`src/rtl/shift_rotate_seq_pkg.sv`:
```
// ---- shift_seq_pkg : op/state encodings and shift-amount helper for shift_rotate_seq (rev 1.0)
`default_nettype none

package shift_seq_pkg;

  localparam int SHIFT_AMT_W = 6;
  localparam int OP_W        = 3;

  typedef enum logic [OP_W-1:0] {
    OP_ROR  = 3'd0,
    OP_ROL  = 3'd1,
    OP_SHR  = 3'd2,
    OP_SHL  = 3'd3,
    OP_SHRA = 3'd4
  } op_e;

  typedef enum logic [1:0] {
    S_IDLE = 2'd0,
    S_RUN  = 2'd1,
    S_DONE = 2'd2
  } state_e;

  // Rotates wrap mod 32; plain shifts saturate at 32; illegal ops do nothing.
  function automatic logic [SHIFT_AMT_W-1:0] effective_amount(
    input logic [OP_W-1:0] op,
    input logic [31:0]     num_shifts
  );
    logic [SHIFT_AMT_W-1:0] amt;
    amt = '0;
    case (op)
      OP_ROR, OP_ROL:          amt = {1'b0, num_shifts[4:0]};
      OP_SHR, OP_SHL, OP_SHRA: amt = (|num_shifts[31:5]) ? 6'd32 : {1'b0, num_shifts[4:0]};
      default:                 amt = '0;
    endcase
    return amt;
  endfunction

endpackage

`default_nettype wire

```
`src/rtl/shift_rotate_seq_if.sv`:
```
// ---- shift_rotate_seq_if : request/result bus of the shift/rotate sequencer (rev 1.0)
`default_nettype none

interface shift_rotate_seq_if #(
  parameter int WIDTH = 32
);
  logic             start;
  logic [2:0]       op;
  logic [WIDTH-1:0] in;
  logic [31:0]      num_shifts;
  logic             busy;
  logic             done;
  logic [WIDTH-1:0] out;

  modport master (
    output start, op, in, num_shifts,
    input  busy, done, out
  );

  modport slave (
    input  start, op, in, num_shifts,
    output busy, done, out
  );
endinterface

`default_nettype wire

```
`src/rtl/shift_rotate_seq_step_unit.sv`:
```
// ---- shift_step_unit : one combinational shift/rotate step of 0..32 positions (rev 1.0)
`default_nettype none

module shift_step_unit
  import shift_seq_pkg::*;
#(
  parameter int WIDTH = 32
) (
  input  logic [WIDTH-1:0]       data_i,
  input  logic [OP_W-1:0]        op_i,
  input  logic [SHIFT_AMT_W-1:0] step_i,
  input  logic                   sign_i,
  output logic [WIDTH-1:0]       data_o
);

  localparam logic [SHIFT_AMT_W-1:0] c_width = SHIFT_AMT_W'(WIDTH);

  logic [WIDTH-1:0] w_right;
  logic [WIDTH-1:0] w_left;
  logic [WIDTH-1:0] w_wrap_r;
  logic [WIDTH-1:0] w_wrap_l;
  logic [WIDTH-1:0] w_fill;

  // A zero step makes the wrap shift equal WIDTH, which yields zero.
  assign w_right  = data_i >> step_i;
  assign w_left   = data_i << step_i;
  assign w_wrap_r = data_i << (c_width - step_i);
  assign w_wrap_l = data_i >> (c_width - step_i);
  assign w_fill   = sign_i ? ~({WIDTH{1'b1}} >> step_i) : '0;

  always_comb begin
    data_o = data_i;
    case (op_i)
      OP_ROR:  data_o = w_right | w_wrap_r;
      OP_ROL:  data_o = w_left | w_wrap_l;
      OP_SHR:  data_o = w_right;
      OP_SHL:  data_o = w_left;
      OP_SHRA: data_o = w_right | w_fill;
      default: data_o = data_i;
    endcase
  end

endmodule

`default_nettype wire

```
`src/rtl/shift_rotate_seq.sv`:
```
// ---- shift_rotate_seq : multi-cycle ROR/ROL/SHR/SHL/SHRA sequencer, up to STEP bits per cycle (rev 1.0)
// ---- Optional macro SHIFT_SEQ_ZERO_BYPASS_EN: zero-amount requests skip the RUN state.
`default_nettype none

module shift_rotate_seq
  import shift_seq_pkg::*;
#(
  parameter int WIDTH = 32,
  parameter int STEP  = 4
) (
  input  logic              clock_i,
  input  logic              clear_i,
  shift_rotate_seq_if.slave bus
);

  localparam logic [SHIFT_AMT_W-1:0] c_step = SHIFT_AMT_W'(STEP);

  state_e                 state_q;
  logic [SHIFT_AMT_W-1:0] count_q;
  logic [WIDTH-1:0]       data_q;
  logic [WIDTH-1:0]       out_q;
  logic [OP_W-1:0]        op_q;
  logic                   sign_q;
  logic                   busy_q;
  logic                   done_q;

  logic [SHIFT_AMT_W-1:0] w_amt;
  logic [SHIFT_AMT_W-1:0] w_step;
  logic [SHIFT_AMT_W-1:0] count_d;
  logic [WIDTH-1:0]       data_d;

  assign w_amt   = effective_amount(bus.op, bus.num_shifts);
  assign w_step  = (count_q < c_step) ? count_q : c_step;
  assign count_d = count_q - w_step;

  shift_step_unit #(
    .WIDTH (WIDTH)
  ) u_step (
    .data_i (data_q),
    .op_i   (op_q),
    .step_i (w_step),
    .sign_i (sign_q),
    .data_o (data_d)
  );

  always_ff @(posedge clock_i or posedge clear_i) begin
    if (clear_i) begin
      state_q <= S_IDLE;
      count_q <= '0;
      data_q  <= '0;
      out_q   <= '0;
      op_q    <= '0;
      sign_q  <= 1'b0;
      busy_q  <= 1'b0;
      done_q  <= 1'b0;
    end else begin
      case (state_q)
        S_IDLE: begin
          done_q <= 1'b0;
          if (bus.start) begin
            op_q    <= bus.op;
            sign_q  <= bus.in[WIDTH-1];
            data_q  <= bus.in;
            count_q <= w_amt;
            busy_q  <= 1'b1;
`ifdef SHIFT_SEQ_ZERO_BYPASS_EN
            if (w_amt == '0) begin
              state_q <= S_DONE;
              out_q   <= bus.in;
              done_q  <= 1'b1;
            end else begin
              state_q <= S_RUN;
            end
`else
            state_q <= S_RUN;
`endif
          end
        end
        S_RUN: begin
          // A zero remaining count still costs this one (no-op) step.
          data_q  <= data_d;
          count_q <= count_d;
          if (count_d == '0) begin
            state_q <= S_DONE;
            out_q   <= data_d;
            done_q  <= 1'b1;
          end
        end
        S_DONE: begin
          state_q <= S_IDLE;
          count_q <= '0;
          busy_q  <= 1'b0;
          done_q  <= 1'b0;
        end
        default: begin
          state_q <= S_IDLE;
          busy_q  <= 1'b0;
          done_q  <= 1'b0;
        end
      endcase
    end
  end

  assign bus.busy = busy_q;
  assign bus.done = done_q;
  assign bus.out  = out_q;

endmodule

`default_nettype wire

```
`src/flat_wrapper.sv`:
```
// flat-port wrapper written by rule: the top's interface ports become plain ports
module shift_rotate_seq_flat import shift_seq_pkg::*;
#(
  parameter int WIDTH = 32,
  parameter int STEP  = 4
)
  (clock_i, clear_i, bus_start, bus_op, bus_in, bus_num_shifts, bus_busy, bus_done, bus_out);
  shift_rotate_seq_if #(.WIDTH(WIDTH)) bus_i ();
  input  logic clock_i;
  input  logic clear_i;
  input wire logic [$bits(bus_i.start)-1:0] bus_start;
  input wire logic [$bits(bus_i.op)-1:0] bus_op;
  input wire logic [$bits(bus_i.in)-1:0] bus_in;
  input wire logic [$bits(bus_i.num_shifts)-1:0] bus_num_shifts;
  output wire logic [$bits(bus_i.busy)-1:0] bus_busy;
  output wire logic [$bits(bus_i.done)-1:0] bus_done;
  output wire logic [$bits(bus_i.out)-1:0] bus_out;
  assign bus_i.start = bus_start;
  assign bus_i.op = bus_op;
  assign bus_i.in = bus_in;
  assign bus_i.num_shifts = bus_num_shifts;
  assign bus_busy = bus_i.busy;
  assign bus_done = bus_i.done;
  assign bus_out = bus_i.out;
  shift_rotate_seq #(.WIDTH(WIDTH), .STEP(STEP)) u_core (.clock_i(clock_i), .clear_i(clear_i), .bus(bus_i));
endmodule
```
`config.mk`:
```
export PLATFORM = sky130hd
export DESIGN_NAME = shift_rotate_seq_flat
export DESIGN_NICKNAME = d
export VERILOG_FILES = /design/src/rtl/shift_rotate_seq_pkg.sv /design/src/rtl/shift_rotate_seq_if.sv /design/src/rtl/shift_rotate_seq_step_unit.sv /design/src/rtl/shift_rotate_seq.sv /design/src/flat_wrapper.sv
export SDC_FILE = /design/constraint.sdc
export NUM_CORES = 1
export LEC_CHECK = 0
export ABC_AREA = 1
export BUFFER_PORTS_ARGS = -buffer_cell sky130_fd_sc_hd__buf_4
export CAP_MARGIN = 20
export CORE_AREA = 2 2 127 129
export DETAILED_ROUTE_END_ITERATION = 7
export DIE_AREA = 0 0 129 131
export HOLD_SLACK_MARGIN = 0.12
export PLACE_DENSITY_LB_ADDON = 0.25
export SETUP_SLACK_MARGIN = 0.15
export SLEW_MARGIN = 10
export SYNTH_ARGS = -nofsm -noshare
export SYNTH_HDL_FRONTEND = slang
export SYNTH_SLANG_ARGS = --single-unit
```
`constraint.sdc`:
```
create_clock -name clock_i -period 3.4 [get_ports clock_i]
set_input_delay 0.34 -clock clock_i [delete_from_list [all_inputs] [get_ports clock_i]]
set_output_delay 0.34 -clock clock_i [all_outputs]
set_load 0.02 [all_outputs]
```
# ---- After elaboration in Yosys (flattened, before gate mapping)
# Index checks and enable logic that the tools add are counted.
dict set report totals {
  elab_cells 64
  ff_bits 78
}
dict set report classes {
  muxes 16
  n_lt_le_gt_ge 1
  n_addsub 2
  eq_ne 12
  bitwise_logic 5
  shift 5
  n_reduce_logical 15
}
# cell n
set ops {}
lappend ops {{$pmux 32 s5} 1}
lappend ops {{$or 32x32->32} 3}
lappend ops {{$mux 32} 2}
lappend ops {{$pmux 32 s2} 1}
lappend ops {{$shl 32x6->32} 2}
lappend ops {{$shr 32x6->32} 2}
lappend ops {{$not 32->32} 1}
lappend ops {{$shr 32x6->32 const A} 1}
lappend ops {{$reduce_or 27->1} 1}
lappend ops {{$mux 6} 3}
lappend ops {{$pmux 6 s3} 1}
lappend ops {{$eq 3x2->1 const B} 4}
lappend ops {{$pmux 6 s2} 1}
lappend ops {{$reduce_and 2->1} 6}
lappend ops {{$eq 3x1->1 const B} 2}
lappend ops {{$eq 3x3->1 const B} 2}
lappend ops {{$logic_not 3->1} 2}
lappend ops {{$logic_not 6->1} 1}
lappend ops {{$lt 6x3->1 const B} 1}
lappend ops {{$sub 6x6->6} 1}
lappend ops {{$sub 6x6->6 const A} 1}
lappend ops {{$mux 2} 2}
lappend ops {{$pmux 2 s2} 1}
lappend ops {{$mux 1} 3}
lappend ops {{11 further kinds} 11}

# ---- Depth between registers and ports, before layout
dict set report logic_depth {
  ltp_word 8
  depth_mapped 22
}

# ---- Modules after synthesis
# From an unflattened synthesis, not the netlist that was laid out.
dict set report unflattened {
  cells_unflattened 2010
  hier_area_um2 10995.5
}
# mod n_inst seq_area_each_um2 cells_per_inst area_each_um2
set modules_own_cells {}
lappend modules_own_cells {shift_step_unit 1 0.0 1542 7250.7}
lappend modules_own_cells {shift_rotate_seq 1 1951.9 468 3744.8}

# ---- Worst setup path after synthesis
# Ideal clock, no wire load.
dict set report synth_timing {
  path_type {register -> register}
  start {register u_core.count_q[2]}
  end {register u_core.data_q[4]}
  synth_period_minus_slack_ns 2.999
  required_time_ns 3.284
  path_buffers 2
  stages_incl_launch_ff 23
  t_arrival_ns 2.883
  setup_slack_ns 0.401
  cell_sequence {dfrtp_1 -> nor2_2 -> nand2_4 -> nor2_1 -> inv_1 -> buf_1 -> ha_1 -> inv_1 -> ha_1 -> clkbuf_1 -> clkinv_1 -> nor2_2 -> inv_1 -> nor2_1 -> nor2_1 -> nand2_1 -> nand2_1 -> nand2_1 -> nand2_1 -> nand2_1 -> nand2_1 -> nand2_1 -> nand2_1}
}
dict set report synth_between {
  elab_chain_len 8
}
# item line_no
set synth_rtl {}
lappend synth_rtl {{from (decl)} shift_rotate_seq.sv:19} ;# logic [SHIFT_AMT_W-1:0] count_q;
lappend synth_rtl {{from (signal assigned)} shift_rotate_seq.sv:64} ;# count_q <= w_amt;
lappend synth_rtl {{from (signal assigned)} shift_rotate_seq.sv:82} ;# count_q <= count_d;
lappend synth_rtl {{$lt 6x3->1} shift_rotate_seq.sv:33} ;# assign w_step = (count_q < c_step) ? count_q : c_step;
lappend synth_rtl {{$mux 6 (*)} shift_rotate_seq.sv:33}
lappend synth_rtl {{parallel branches: the longest is 4 deep, another holds $sub 6x6->6} --}
lappend synth_rtl {{$pmux 32 s5 (*)} shift_rotate_seq_step_unit.sv:33} ;# case (op_i)
lappend synth_rtl {{$pmux 32 s2 (*)} shift_rotate_seq.sv:57} ;# case (state_q)
lappend synth_rtl {{to (signal assigned)} shift_rotate_seq.sv:63} ;# data_q <= bus.in;
lappend synth_rtl {{to (signal assigned)} shift_rotate_seq.sv:81} ;# data_q <= data_d;
lappend synth_rtl {{to (decl)} shift_rotate_seq.sv:20} ;# logic [WIDTH-1:0] data_q;
# Mark *: on every way between the ends.
# A chain may end at the register's enable or synchronous reset.

# ---- Worst setup path in the final report
dict set report layout_timing {
  start {register u_core.count_q[2]}
  end {register u_core.data_q[6]}
}
# The elaborated chain is that of the path after synthesis.

==> results.json <==
{
  "run_status": "finished clean",
  "ctsResizeCount": 0,
  "async_flop_share": 1.00,
  "worstSetupStartpointType": "flip-flop",
  "maxSlewHeadroom": 0.435,
  "antenna_found_initial": 0,
  "grt-ovfl-total": 0,
  "port-buffer-count": 103,
  "synth.top_cell.area_share": 0.280,
  "cts_tree": "done",
  "rsz0062_at_grt": "false",
  "hold-path-endpoint": "u_core.sign_q$_DFFE_PP0P_",
  "r2r.worst_path.cells": 18,
  "cts_root_buf": "clkbuf_16",
  "ctsHoldBuffers": 1,
  "timing.hold.ws_ns": 0.284,
  "grt_pass1_vias": 9049,
  "synth_warnings": 0,
  "vias": 9787,
  "finClkSkew_ns": 0.00938,
  "synth_area_mm2": 0.00766,
  "grt_usage": 0.399,
  "period_share": 0.884,
  "wl_per_cell_um": 19.8,
  "drc_errors": 0,
  "min_period_ns": 3.01,
  "grt_max_degree": 61,
  "start_util": 0.491,
  "avgSynthCellArea_um2": 5.64,
  "area_growth_pct": 18.8,
  "globalplace.congestion": 1.05,
  "ios": 104,
  "cp-end-kind": "flip-flop",
  "ys_seq_area_frac": 0.255,
  "postCtsSetupRepairBufs": 0,
  "dp_hpwl_um": 25100,
  "syn_nets": 1437,
  "synthTopCellsByArea": "nand2_1 (28%), dfrtp_1 (25%), nand3_1 (10%)",
  "dieArea_mm2": 0.0169,
  "numCtsBuffers": 9,
  "wl_um": 33000,
  "arrival_ns": 3.25,
  "final_util": 0.583,
  "ys_types": 42,
  "clockBufferDepth": 2,
  "fp-row-count": 46,
  "hold_class": "in2reg",
  "fp.dieH_um": 131,
  "nFillCells": 1567,
  "viasPerCell": 5.87,
  "drv_slew": 0,
  "setup_viol": 0,
  "finalSetupTns_ns": 0,
  "worstSkewPairLatency_ns": 0.35,
  "reg2reg_setup_slack_ns": 0.39,
  "synthFlopType": "dfrtp_1",
  "critPathMaxFanout": 32,
  "synth_edf_count": 0,
  "holdPathStages": 3,
  "max_freq_ghz": 0.333,
  "path_clk_slew_ns": 0.07,
  "drive_gt1_frac": 0.134,
  "synth_top_cell_by_area": "nand2_1",
  "grt_pass1_wl_um": 50900,
  "r2r_start": "u_core.count_q[2]$_DFFE_PP0P_",
  "crit_type": "reg2reg",
  "worst_slew_pin_slew_ns": 0.847,
  "cap_viol_max_count": 0,
  "layout_common_cells": "nand2_1 (571), nand3_1 (155), buf_4 (147), nor2_1 (118), inv_1 (93)",
  "cts.sinks": 78,
  "hold_viol_final": 0,
  "die_x_um": 129,
  "reg2reg_to": "u_core.data_q[6]$_DFFE_PP0P_",
  "dr.pass1.iters": 6,
  "htree_levels": 3,
  "hp-start": "bus_in[31]",
  "synth-seq-cells": 78,
  "layout_commonest_cell": "nand2_1",
  "fin_nets": 1525,
  "postRouteAntennaNets": 0,
  "diodes": 0,
  "cp.required_ns": 3.64,
  "synthCells": 1358,
  "coreArea_mm2": 0.0156,
  "drtIter0Drc": 1363
}
==> worst max-delay path, cell delays in order, from the launching register on <==
cell,delay (ns)
dfrtp_1,0.42
nor2_2,0.19
buf_4,0.25
nand3_2,0.12
ha_1,0.24
inv_1,0.07
ha_1,0.24
buf_4,0.25
nor2_1,0.19
buf_4,0.20
nand3_1,0.09
nand4_1,0.09
nand2_1,0.06
nand2_1,0.09
nand2_1,0.10
nand2_1,0.11
nand2_1,0.06
nand2_1,0.08
nand2_1,0.04
==> cell usage after synthesis, drive strengths merged (3+ instances only) <==
cell type	count
nand2	573
nand3	156
nor2	129
inv	101
o21ai	101
dfrtp	78
clkbuf	42
a21oi	34
buf	31
o211ai	26
nand4	25
ha	9
o22ai	9
nor4	6
a31oi	5
o21a	5
o2111ai	4
clkinv	3
nor3	3
o221ai	3
==> registers in the layout (all words and copies together), names as in the netlist <==
register and flops:
u_core.bus.out 32, u_core.data_q 32, u_core.count_q 6, u_core.op_q 3
u_core.state_q 2, u_core.bus.busy 1, u_core.bus.done 1, u_core.sign_q 1
==> through the flow <==
step | area, um^2 | instances | setup slack, ns
floorplan | 7660 | 1358 | 0.401
global placement | 8760 | 1650 | 0.508
detailed placement | 8760 | 1650 | 0.488
CTS | 9100 | 1667 | 0.479
global route | 9100 | 1667 | 0.174
finish | 9100 | 1667 | 0.394
==> worst max-delay path by stage <==
stage	from	end	cells after the start
2_1_floorplan	u_core.count_q[2]$_DFFE_PP0P_	u_core.data_q[4]$_DFFE_PP0P_	22
3_3_place_gp	u_core.count_q[2]$_DFFE_PP0P_	u_core.bus.out[0]$_DFFE_PP0P_	13
3_5_place_dp	u_core.count_q[2]$_DFFE_PP0P_	u_core.data_q[6]$_DFFE_PP0P_	18
4_1_cts	u_core.count_q[2]$_DFFE_PP0P_	u_core.data_q[6]$_DFFE_PP0P_	18
5_1_grt	u_core.count_q[2]$_DFFE_PP0P_	u_core.bus.out[18]$_DFFE_PP0P_	14
6_report	u_core.count_q[2]$_DFFE_PP0P_	u_core.data_q[6]$_DFFE_PP0P_	18
==> layer usage <==
| layer | GRT usage | share of wire | wire length, um |
|---|---|---|---|
| met4 | 0.171 | 0.043 | 1420 |
| met2 | 0.561 | 0.41 | 13400 |
| met5 | 0.0176 | 0.0012 | 41 |
| met3 | 0.140 | 0.13 | 4220 |
| met1 | 0.551 | 0.42 | 13900 |
==> final cells by class <==
cell class	instances	area, um^2	share of cell area
clock buffers	10	239	0.0263
clock inverters	6	92.6	0.0102
inverters	104	392	0.0430
multi-input cells	1103	5000	0.549
flip-flops and latches	78	1950	0.215
well taps	216	270	0.0297
repair buffers	150	1150	0.127
==> cells by family after synthesis <==
| kind of cell | after synthesis | synth area share |
|---|---|---|
| compound gates | 196 | 0.150 |
| other cells | 1 | 0.000490 |
| fa+ha+maj | 9 | 0.0147 |
| flops | 78 | 0.255 |
| simple gates | 895 | 0.483 |
| xor+xnor | 2 | 0.00229 |
| buf+inv | 177 | 0.0949 |
Power is left out: the tool's default activity adds up to more than one toggle a clock period on the data nets, which glitch-free logic cannot reach.
